===== src/rtl/regfile_read_stage.sv =====
// Register file with write-back port, pending-write scoreboard,
// same-cycle bypass and a registered ID/EX operand boundary.
module regfile_read_stage #(
    parameter int DATA_W   = 16,
    parameter int ADDR_W   = 3,
    parameter int PEND_MAX = 3
) (
    input  logic              clk,
    input  logic              reset,
    input  logic              wb_regwrite,
    input  logic [ADDR_W-1:0] wb_addr,
    input  logic [DATA_W-1:0] wb_data,
    input  logic              id_valid,
    input  logic [ADDR_W-1:0] id_rs1,
    input  logic [ADDR_W-1:0] id_rs2,
    input  logic              id_uses_rs1,
    input  logic              id_uses_rs2,
    input  logic [ADDR_W-1:0] id_rd,
    input  logic              id_writes_rd,
    output logic              stall,
    output logic              ex_valid,
    output logic [DATA_W-1:0] ex_rs1_data,
    output logic [DATA_W-1:0] ex_rs2_data,
    output logic [ADDR_W-1:0] ex_rd,
    output logic              ex_writes_rd
);

    localparam int NREG = 1 << ADDR_W;
    localparam int CW   = $clog2(PEND_MAX + 1);

    logic [DATA_W-1:0] regs    [NREG];
    logic [CW-1:0]     cnt     [NREG];
    logic [CW-1:0]     cnt_nxt [NREG];

    logic              hit1, hit2;
    logic              haz1, haz2, sat;
    logic              issue;
    logic [DATA_W-1:0] op1, op2;

    always_comb begin
        hit1 = wb_regwrite && (wb_addr == id_rs1);
        hit2 = wb_regwrite && (wb_addr == id_rs2);

        op1 = regs[id_rs1];
        if (id_rs1 == '0)
            op1 = '0;
        else if (hit1)
            op1 = wb_data;

        op2 = regs[id_rs2];
        if (id_rs2 == '0)
            op2 = '0;
        else if (hit2)
            op2 = wb_data;

        // a retiring last-pending write is picked up by the bypass
        haz1 = (id_rs1 != '0) && (cnt[id_rs1] != '0)
            && !(hit1 && (cnt[id_rs1] == CW'(1)));
        haz2 = (id_rs2 != '0) && (cnt[id_rs2] != '0)
            && !(hit2 && (cnt[id_rs2] == CW'(1)));
        sat  = id_writes_rd && (id_rd != '0)
            && (cnt[id_rd] == CW'(PEND_MAX));

        stall = id_valid && ((id_uses_rs1 && haz1)
            || (id_uses_rs2 && haz2) || sat);
        issue = id_valid && !stall;
    end

    always_comb begin
        for (int i = 0; i < NREG; i++) begin
            logic inc, dec;
            inc = issue && id_writes_rd && (id_rd == ADDR_W'(i));
            dec = wb_regwrite && (wb_addr == ADDR_W'(i));
            cnt_nxt[i] = cnt[i];
            if (i == 0)
                cnt_nxt[i] = '0;
            else if (inc && !dec)
                cnt_nxt[i] = cnt[i] + CW'(1);
            else if (dec && !inc && (cnt[i] != '0))
                cnt_nxt[i] = cnt[i] - CW'(1);
        end
    end

    always_ff @(posedge clk or negedge reset) begin
        if (!reset) begin
            for (int i = 0; i < NREG; i++) begin
                regs[i] <= '0;
                cnt[i]  <= '0;
            end
            ex_valid     <= 1'b0;
            ex_rs1_data  <= '0;
            ex_rs2_data  <= '0;
            ex_rd        <= '0;
            ex_writes_rd <= 1'b0;
        end else begin
            if (wb_regwrite && (wb_addr != '0))
                regs[wb_addr] <= wb_data;
            for (int i = 0; i < NREG; i++)
                cnt[i] <= cnt_nxt[i];
            ex_valid     <= issue;
            ex_writes_rd <= issue && id_writes_rd;
            if (issue) begin
                ex_rs1_data <= op1;
                ex_rs2_data <= op2;
                ex_rd       <= id_rd;
            end
        end
    end

endmodule


===== config.mk =====
export PLATFORM = sky130hd
export DESIGN_NAME = regfile_read_stage
export DESIGN_NICKNAME = d
export VERILOG_FILES = /design/src/rtl/regfile_read_stage.sv
export SDC_FILE = /design/constraint.sdc
export NUM_CORES = 1
export LEC_CHECK = 0
export CORE_MARGIN = 3
export CORE_UTILIZATION = 43
export DETAILED_ROUTE_END_ITERATION = 8
export PLACE_DENSITY = 0.6
export SLEW_MARGIN = 0
export SYNTH_ARGS = -nofsm -noshare
export SYNTH_HDL_FRONTEND = slang
export SYNTH_SLANG_ARGS = --single-unit

===== constraint.sdc =====
create_clock -name clk -period 3.23 [get_ports clk]
set_input_delay 0.323 -clock clk [delete_from_list [all_inputs] [get_ports clk]]
set_output_delay 0.323 -clock clk [all_outputs]
set_load 0.02 [all_outputs]

==> summary.md, run 1 <==
| Metric | Value |
|---|---|
| Post-cts repair resize count | `0` |
| Utilization after layout | `51.1%` |
| Die Wd | `155 um` |
| Fin worst setup slack | `0.277 ns` |
| Critical-path cell list | `mux4_2, a211o_1, and4bb_4, o21a_1, clkdlybuf4s50_1` |
| CTS tree | `built` |
| Worst slew margin relative to its limit | `45.8%` |
| Largest net degree at the start of global routing | `85` |
| Cell area after layout | `0.0112 mm2` |
| Yosys cell types | `54` |
| Cell count after synthesis | `834` |
| Combinational fraction of design power | `28.9%` |
| Sw Share | `31.4%` |
| Initial antenna violation count | `0` |
| Ant. Diodes | `0` |
| WP data required | `2.91 ns` |
| Most frequent cells in the layout | `nand2_1, dfrtp_1, mux2_2` |
| Fmax | `339 MHz` |
| Commonest non-fill, non-tap cell in the layout | `nand2_1` |
| Final hold violation count | `0` |
| Fin crit share | `91.4%` |
| Post-synthesis register bit count | `179` |
| Outcome | `finished clean` |
| 1st-pass router iterations | `5` |
| Leakage | `4.85 nW` |
| Drt total wl | `25700 um` |
| Max Slew Vio Count | `0` |
| Clock Root Buffer | `clkbuf_16` |
| GR Overflow Total | `0` |
| Worst IR Drop VDD | `0.000293 V` |
| Area contributors post-synth | `dfrtp_1, mux4_2, mux2_2` |
| Share of layout cells above drive strength 1 | `27.8%` |
| Post-Syn Area | `0.00961 mm2` |
| Slowest Stage Delay on Critical Path | `0.53 ns` |
| Setup Slack @ Placement | `0.141 ns` |
| Crit-path max FO | `9` |
| Critical path class | `flop to output port` |
| Post-synth top area share | `46.6%` |
| Yosys warns | `0` |
| Fin crit period | `2.95 ns` |
| Crit path DAT | `2.63 ns` |
| Layout area overhead | `16.4%` |
| Core Region | `0.0219 mm2` |
| Vias in the first global route | `6971` |
| Switching power | `0.00228 W` |
| First-pass GRT wire length | `40900 um` |
| Clk_lat worst skew | `0.43 ns` |
| Placed wire-length estimate | `16500 um` |
| Biggest area consumer among synthesized cells | `dfrtp_1` |
| I/O pin cnt | `73` |
| Reg clk slew, reported paths | `0.06 ns` |
| Syn_area_per_cell | `11.5 um2` |
| Vias per cell | `5.79` |
| CP max stage cell | `clkdlybuf4s50_1` |
| Die area | `0.0242 mm2` |
| Area after DPL | `0.0106 mm2` |
| Row count | `54` |
| Internal | `0.00498 W` |
| Initial Utilization | `43.9%` |
| Finish-stage setup viols | `0` |
| Die H | `155 um` |
| CTS Buf Count | `17` |
| Wire per inst | `21.8 um` |
| GPL Wtd Cong | `0.903` |
| Hold WS | `0.394 ns` |
| Layout Skew | `0.00846 ns` |
| Final setup TNS | `0 ns` |
| Worst slew pin tran | `0.813 ns` |
| Number of synthesized flops with an enable pin | `0` |
| Post-synthesis async set-or-reset flop share | `100%` |
| Max Cap Violations | `0` |
| Drt first-iter violations | `480` |
| DRC Markers | `0` |
| Vias | `6808` |
| Clock sink count | `179` |
| CP startpoint kind | `flop` |
| CP endpoint kind | `output port` |
| CTS H-tree depth | `4` |
| Clock power frac | `27.6%` |
| Post-CTS setup buffer count | `0` |
| GRT Total Usage | `22.1%` |
| Worst min path class | `flop to flop` |
| Seq pwr share | `43.5%` |
| Port-buffer cells | `72` |
| Post-synth top flop | `dfrtp_1` |
| Nets | `918` |
| Antenna-violating nets left | `0` |
| Unrepaired setup endpoints after global routing | `false` |
| PwrDens | `649 mW/mm2` |
| Max clock buf depth | `2` |
| Post-synth net total | `869` |
| Filler cells | `1945` |
| Seq/Total Area, Yosys | `46.6%` |
state kept, by name, summed over array words and instances (netlist names):
signal	cells
cnt	14
ex_rd	3
ex_rs1_data	16
ex_rs2_data	16
ex_valid	1
ex_writes_rd	1
regs	128
synth_stat cells, drive strengths merged (8+ instances only):
master and instances:
o31ai 33, nand3 20, nor3 8, a21oi 8
mux4 67, clkbuf 48, dfrtp 179, buf 29
nor2 11, mux2 84, o21ai 39, inv 11
nand2 200, mux2i 21
power by group through the flow:
stage,combinational [W],clock [W],sequential [W]
after detailed placement,0.00212,0,0.00319
after CTS,0.00212,0.00204,0.00316
final,0.00210,0.00200,0.00316
after global placement,0.00209,0,0.00317
after global routing,0.00229,0.00214,0.00323
after floorplan,0.00123,0,0.00326
cell families after synthesis:
family	synth area share, %
buffers and inverters	4.14
xor gates and xnor gates	0.547
DFF	46.6
AOI/OAI and AO/OA	8.58
and+or+nand+nor	12.3
muxes	27.8
per-layer routing:
metal | vias to the layer above | wire length (um) | track usage, %
li1 | 3110 | - | -
met1 | 3482 | 11500 | 31.1
met2 | 185 | 12400 | 35.7
met3 | 31 | 1410 | 4.06
met4 | 0 | 403 | 5.88
met5 | - | 0 | 0
final timing paths:
check / start / end / slack (ns) / cells past startpoint
max in group asynchronous: reset / regs[44]$_DFFE_PN0P_ / 1.82 / 3
min: regs[122]$_DFFE_PN0P_ / regs[122]$_DFFE_PN0P_ / 0.39 / 0
min in group asynchronous: reset / regs[95]$_DFFE_PN0P_ / 0.50 / 2
max reg2reg: cnt[6]$_DFFE_PN0P_ / cnt[0]$_DFFE_PN0P_ / 0.56 / 8
max: cnt[4]$_DFFE_PN0P_ / stall / 0.28 / 5
min reg2reg: regs[122]$_DFFE_PN0P_ / regs[122]$_DFFE_PN0P_ / 0.39 / 0
through the flow:
| stage | cells | total power (W) |
|---|---|---|
| final | 1176 | 0.00726 |
| after global routing | 1176 | 0.00766 |
| after CTS | 1176 | 0.00732 |
| after detailed placement | 1143 | 0.00531 |
| after global placement | 1143 | 0.00525 |
| after floorplan | 834 | 0.00449 |
worst max-delay path: cells and delay by family, from the launching register on:
kind | cells | cell delay [ns]
and+or+nand+nor | 1 | 0.21
AOI/OAI and AO/OA | 2 | 0.51
buffers and inverters | 1 | 0.53
muxes | 1 | 0.48
DFF | 1 | 0.47
layout make-up:
cell class	instances	area, um2	share of cell area (%)
timing repair buffer	107	987	8.83
tap	280	350	3.13
multi-input combinational	566	4750	42.5
clock buffer	21	460	4.12
clock inverter	11	104	0.929
inverter	12	45.0	0.403
sequential	179	4480	40.1
timing repair:
| action | in CTS | in global routing |
|---|---|---|
| hold buffers | 1 | 0 |
| hold endpoints to repair | 32 | 0 |
| endpoints found under the setup margin | 0 | 0 |
Note: power is estimated with default switching activity, not from simulation.
==> run 2: changes to the inputs <==
PLACE_DENSITY = 0.62   (was 0.6)
clock period = 2.7 ns   (was 3.23 ns; I/O delays follow)
==> summary.md, run 2 (same netlist as run 1, synthesis figures left out) <==
| Metric | Value |
|---|---|
| Finish-stage setup viols | `0` |
| 1st-pass router iterations | `5` |
| Seq pwr share | `42.3%` |
| CP startpoint kind | `flop` |
| Layout Skew | `0.0137 ns` |
| M1 GR Usage | `31.4%` |
| Grt met3 use | `4.20%` |
| Row count | `54` |
| FF+latch area | `0.00448 mm2` |
| Worst slew pin tran | `0.955 ns` |
| Max Cap Violations | `0` |
| Clock power frac | `28.1%` |
| Largest Register | `regs` |
| Layout area overhead | `19.3%` |
| Critical-path cell list | `mux4_2, a211o_1, and4bb_4, o21a_1, clkdlybuf4s15_1` |
| R2R Path Start | `cnt[0]$_DFFE_PN0P_` |
| R2R cell count | `7` |
| Largest net degree at the start of global routing | `66` |
| Share of layout cells above drive strength 1 | `30.2%` |
| Reg clk slew, reported paths | `0.07 ns` |
| PwrDens | `777 mW/mm2` |
| CTS tree | `built` |
| GPL Wtd Cong | `0.896` |
| Cell area after layout | `0.0115 mm2` |
| Internal | `0.00614 W` |
| Max Slew Vio Count | `0` |
| Combinational fraction of design power | `29.6%` |
| Core Region | `0.0219 mm2` |
| Clk_lat worst skew | `0.44 ns` |
| CTS H-tree depth | `4` |
| GR Overflow Total | `0` |
| Antenna-violating nets left | `0` |
| Leakage | `5.01 nW` |
| Vias in the first global route | `6825` |
| Initial Utilization | `43.9%` |
| Max clock buf depth | `2` |
| Commonest non-fill, non-tap cell in the layout | `nand2_1` |
| Ant. Diodes | `0` |
| Crit-path max FO | `6` |
| Nets | `945` |
| Worst min path class | `flop to flop` |
| Slowest Stage Delay on Critical Path | `0.50 ns` |
| Utilization after layout | `52.4%` |
| Critical path class | `flop to output port` |
| CP endpoint kind | `output port` |
| CP max stage cell | `mux4_2` |
| Port-buffer cells | `72` |
| Worst IR Drop VDD | `0.000375 V` |
| Vias | `6905` |
| Die Wd | `155 um` |
| Area after DPL | `0.0108 mm2` |
| Final hold violation count | `0` |
| Die area | `0.0242 mm2` |
| Most frequent cells in the layout | `nand2_1, dfrtp_1, mux2_2` |
| Fmax | `381 MHz` |
| Multi-input gate area | `0.00475 mm2` |
| Number of flip-flops in the largest register | `128` |
| Placed wire-length estimate | `16900 um` |
| Filler cells | `1930` |
| Worst Setup SP | `cnt[0]$_DFFE_PN0P_` |
| Initial antenna violation count | `0` |
| WP data required | `2.43 ns` |
| Outcome | `finished clean` |
| Fin crit period | `2.63 ns` |
| Vias per cell | `5.74` |
| Hold depth | `0` |
| DRC Markers | `0` |
| Wire per inst | `21.7 um` |
| Unrepaired setup endpoints after global routing | `false` |
| First-pass GRT wire length | `40800 um` |
| Drt first-iter violations | `489` |
| Met2 usage | `34.8%` |
| I/O pin cnt | `73` |
| Worst slew margin relative to its limit | `36.0%` |
| GR peak layer | `met2` |
| Die H | `155 um` |
| Sw Share | `31.1%` |
| Drt total wl | `26100 um` |
| Hold Startpoint | `regs[126]$_DFFE_PN0P_` |
| Crit path DAT | `2.36 ns` |
| CTS Buf Count | `17` |
| Clock Root Buffer | `clkbuf_16` |
| Fin crit share | `97.2%` |
| Biggest regs | `regs: 128 flops, ex_rs1_data: 16 flops, ex_rs2_data: 16 flops` |
| Switching power | `0.00277 W` |
| Clock sink count | `179` |
| GRT Total Usage | `22.1%` |
-- run 2: cell count changes in the layout (fill, tap and decap cells not counted), sizes merged --
cell / change
buf: +27
clkinv: -2
bufinv: +1
clkbuf: -1
clkdlybuf4s15: +1
clkdlybuf4s50: -1
clkinvlp: +1
-- run 2: metrics by stage --
stage | worst slack [ns] | hold slack, ns | total power, W | instances | setup TNS, ns
2_1_floorplan | 0.350 | -0.0256 | 0.00537 | 834 | 0
3_3_place_gp | -0.000355 | 0.311 | 0.00635 | 1165 | -0.000355
3_5_place_dp | -0.0101 | 0.318 | 0.00643 | 1165 | -0.0183
4_1_cts | 0.00572 | 0.399 | 0.00893 | 1197 | 0
5_1_grt | 0.0244 | 0.410 | 0.00936 | 1202 | 0
6_report | 0.0745 | 0.394 | 0.00891 | 1202 | 0
-- run 2: area by class of cell --
type,instances,area share [%]
multi-input combinational,566,41.5
clock inverter,11,1.11
sequential,179,39.1
inverter,12,0.393
timing repair buffer,134,10.9
clock buffer,20,3.98
tap,280,3.05
-- run 2: power by group through the flow --
stage | combinational (W) | sequential (W) | clock, W
floorplan | 0.00147 | 0.00391 | 0
global placement | 0.00257 | 0.00378 | 0
detailed placement | 0.00262 | 0.00381 | 0
CTS | 0.00263 | 0.00376 | 0.00253
global route | 0.00286 | 0.00385 | 0.00265
finish | 0.00263 | 0.00377 | 0.00250
-- run 2: worst max-delay path: cells and delay by family (launching register included) --
family                 cells  cell delay (ns)
flip-flops                 1             0.43
multiplexers               1             0.50
buffers and inverters      1             0.29
AND/OR/NAND/NOR            1             0.21
AO/OA/AOI/OAI              2             0.49
-- run 2: what timing repair did --
| item | 4_1_cts | 5_1_grt |
|---|---|---|
| gates resized for setup | 2 | 2 |
| buffers inserted | 0 | 5 |
| setup endpoints to repair | 1 | 1 |
| endpoints found under the hold margin | 59 | 0 |
| hold buffers | 1 | 0 |
| pin swaps | 0 | 0 |
-- run 2: path summary, 6_finish.rpt --
| kind | slack [ns] | end |
|---|---|---|
| min | 0.39 | regs[126]$_DFFE_PN0P_ |
| min reg2reg | 0.39 | regs[126]$_DFFE_PN0P_ |
| max in group asynchronous | 1.53 | ex_rs1_data[14]$_DFFE_PN0N_ |
| min in group asynchronous | 0.41 | regs[127]$_DFFE_PN0P_ |
| max reg2reg | 0.23 | ex_rs2_data[14]$_DFFE_PN0N_ |
| max | 0.07 | stall |
-- run 2: metal layers --
metal | share of wire, % | up-vias
met2 | 47 | 180
met3 | 4.7 | 34
met5 | 0 | -
met4 | 2.2 | 0
met1 | 46 | 3525
li1 | - | 3166
==> run 3: changes to the inputs <==
ABC_AREA = 1   (was unset)
PLACE_DENSITY = 0.6   (was 0.62)
SKIP_LAST_GASP = 1   (was unset)
clock period = 2.5 ns   (was 2.7 ns; I/O delays follow)
==> summary.md, run 3 <==
| Metric | Value |
|---|---|
| Clock sink count | `179` |
| Post-synth top flop | `dfrtp_1` |
| Ant. Diodes | `0` |
| Critical path buffer and inverter count | `4` |
| Nets | `1379` |
| Leakage | `5.34 nW` |
| Initial antenna violation count | `0` |
| Layout area overhead | `19.7%` |
| Instance count on the critical path | `13` |
| Slowest Stage Delay on Critical Path | `0.47 ns` |
| Layout Skew | `0.00959 ns` |
| Worst Setup EP | `stall` |
| Most frequent cells in the layout | `nand2_1, o21ai_0, dfrtp_1` |
| Fin crit period | `2.30 ns` |
| Unrepaired setup endpoints after global routing | `false` |
| Critical R2R Capture | `cnt[8]$_DFFE_PN0P_` |
| GR Overflow Total | `0` |
| Crit path max-delay family | `simple AND/OR/NAND/NOR gates` |
| Wire per inst | `18.9 um` |
| Max Slew Vio Count | `0` |
| CP endpoint kind | `output port` |
| Port-buffer cells | `72` |
| Reg clk slew, reported paths | `0.08 ns` |
| Top cells by count, synth | `nand2_1, o21ai_0, dfrtp_1` |
| Clock Root Buffer | `clkbuf_16` |
| Post-synthesis register bit count | `179` |
| I/O pin cnt | `73` |
| Critical-path cell list | `inv_1, nand2_1, nand3_1, nand2_1, nand2_1, nand2_1, inv_1, nand2_1, nand2_1, nand3_4, nand2_1, inv_1, dlygate4sd2_1` |
| Area contributors post-synth | `dfrtp_1, nand2_1, o21ai_0` |
| Number of synthesized flops with an enable pin | `0` |
| Post-synth net total | `1321` |
| PwrDens | `817 mW/mm2` |
| Critical Path Most Common Cell | `nand2_1` |
| Largest Register | `regs` |
| Met3 WL | `2880 um` |
| Filler cells | `2076` |
| Cell count after synthesis | `1286` |
| Number of flip-flops in the largest register | `128` |
| CTS Buf Count | `17` |
| Worst slew pin tran | `0.591 ns` |
| Outcome | `finished clean` |
| Post-synthesis async set-or-reset flop share | `100%` |
| Most common cell in the netlist | `nand2_1` |
| GRT Total Usage | `25.9%` |
| Setup Slack @ Placement | `-0.0365 ns` |
| CTS H-tree depth | `4` |
| Biggest area consumer among synthesized cells | `dfrtp_1` |
| Vias | `9246` |
| CP max stage cell | `dfrtp_2` |
| Vias in the first global route | `8381` |
| GPL Wtd Cong | `0.947` |
| CTS tree | `built` |
| Vias per cell | `5.65` |
| Share of layout cells above drive strength 1 | `10.5%` |
| Cell area after layout | `0.0116 mm2` |
| Met2 wire length | `12900 um` |
| Fin worst setup slack | `0.198 ns` |
| Largest net degree at the start of global routing | `74` |
| Die H | `156 um` |
| Finish-stage setup viols | `0` |
| Antenna-violating nets left | `0` |
| Crit path DAT | `2.05 ns` |
| Seq/Total Area, Yosys | `46.1%` |
| 1st-pass router iterations | `5` |
| WP data required | `2.25 ns` |
| Yosys warns | `0` |
| Worst slew margin relative to its limit | `60.6%` |
| Post-synth top area share | `46.1%` |
| Max Cap Violations | `0` |
| Met1 wire length | `14700 um` |
| Initial Utilization | `44.1%` |
| CP startpoint kind | `flop` |
| R2R Path Start | `cnt[1]$_DFFE_PN0P_` |
| Critical path class | `flop to output port` |
| Clk_lat worst skew | `0.43 ns` |
| Top sig layer | `met4` |
| Placed wire-length estimate | `20300 um` |
| Biggest regs | `regs: 128 flops, ex_rs1_data: 16 flops, ex_rs2_data: 16 flops` |
| Core Region | `0.0220 mm2` |
| Fmax | `434 MHz` |
| Fin crit share | `92.1%` |
| Yosys cell types | `31` |
| Final hold violation count | `0` |
| Worst IR Drop VDD | `0.000412 V` |
| Drt total wl | `31000 um` |
| Die Wd | `156 um` |
| R2R cell count | `17` |
| Worst min path class | `input pin to async pin` |
| Worst Setup SP | `cnt[1]$_DFFE_PN0P_` |
| Die area | `0.0244 mm2` |
| Drt first-iter violations | `1117` |
| Post-Syn Area | `0.00971 mm2` |
| R2r setup slk | `0.51 ns` |
| Area after DPL | `0.0110 mm2` |
| Commonest non-fill, non-tap cell in the layout | `nand2_1` |
| DRC Markers | `0` |
| Row count | `54` |
| Crit-path max FO | `4` |
| Syn_area_per_cell | `7.55 um2` |
| Max clock buf depth | `2` |
| First-pass GRT wire length | `49000 um` |
## run 3: per-stage QoR
step                total power, W  util, %  setup TNS (ns)  hold slack (ns)  std cells
global placement           0.00654     49.8         -0.0277            0.276       1603
CTS                        0.00953     52.8               0            0.377       1637
global route                0.0101     52.8               0            0.385       1637
floorplan                  0.00545        -               0          -0.0456       1286
finish                     0.00951     52.8               0            0.351       1637
detailed placement         0.00658     49.8         -0.0680            0.278       1603
## run 3: final cells by class
type | count | area (um2) | share of cell area (%)
Tap cell | 280 | 350 | 3.01
Clock inverter | 13 | 196 | 1.69
Inverter | 110 | 413 | 3.55
Timing Repair Buffer | 141 | 1360 | 11.7
Clock buffer | 19 | 443 | 3.81
Sequential cell | 179 | 4480 | 38.6
Multi-Input combinational cell | 895 | 4390 | 37.7
## run 3: worst min path at each step
stage                                      from                    endpoint  slack [ns]  cells past startpoint
after floorplan                           reset          cnt[0]$_DFFE_PN0P_       -0.05                      0
after global placement                    reset  ex_rs1_data[6]$_DFFE_PN0N_        0.28                      1
after detailed placement                  reset  ex_rs1_data[7]$_DFFE_PN0N_        0.28                      1
after CTS                                 reset  ex_rs1_data[6]$_DFFE_PN0N_        0.38                      2
after global routing      regs[127]$_DFFE_PN0P_       regs[127]$_DFFE_PN0P_        0.38                      0
final                                     reset  ex_rs1_data[6]$_DFFE_PN0N_        0.35                      2
## run 3: worst reg2reg max path, stage by stage, from the launching register on
cell     delay, ns
dfrtp_2       0.47
inv_1         0.12
nand2_1       0.06
nand3_1       0.10
nand2_1       0.05
nand2_1       0.05
nand2_1       0.04
inv_1         0.05
nand2_1       0.07
nand2_1       0.10
nand3_4       0.11
nor2_8        0.13
buf_12        0.15
nand3_1       0.09
nand2_1       0.12
nand3_1       0.08
nand2_1       0.07
inv_1         0.03
## run 3: kinds of logic after synthesis
group / share of synthesized area, %
AND/OR/NAND/NOR: 22.0
AO/OA/AOI/OAI: 23.2
buffers and inverters: 8.76
flip-flops: 46.1
## run 3: metal layers
layer	vias to the layer above	GRT usage [%]
met3	41	4.87
li1	4424	-
met5	-	0
met2	425	36.7
met1	4356	40.5
met4	0	6.50
## run 3: repair_timing
action | CTS | global route
buffers inserted | 1 | 0
gates resized for setup | 5 | 0
hold endpoints to repair | 57 | 0
hold buffers | 1 | 0
setup endpoints to repair | 1 | 0
## run 3: where the power goes
group / internal, W / switching (W)
sequential: 0.00351 / 0.000479
clock: 0.00172 / 0.00121
combinational: 0.00108 / 0.00150
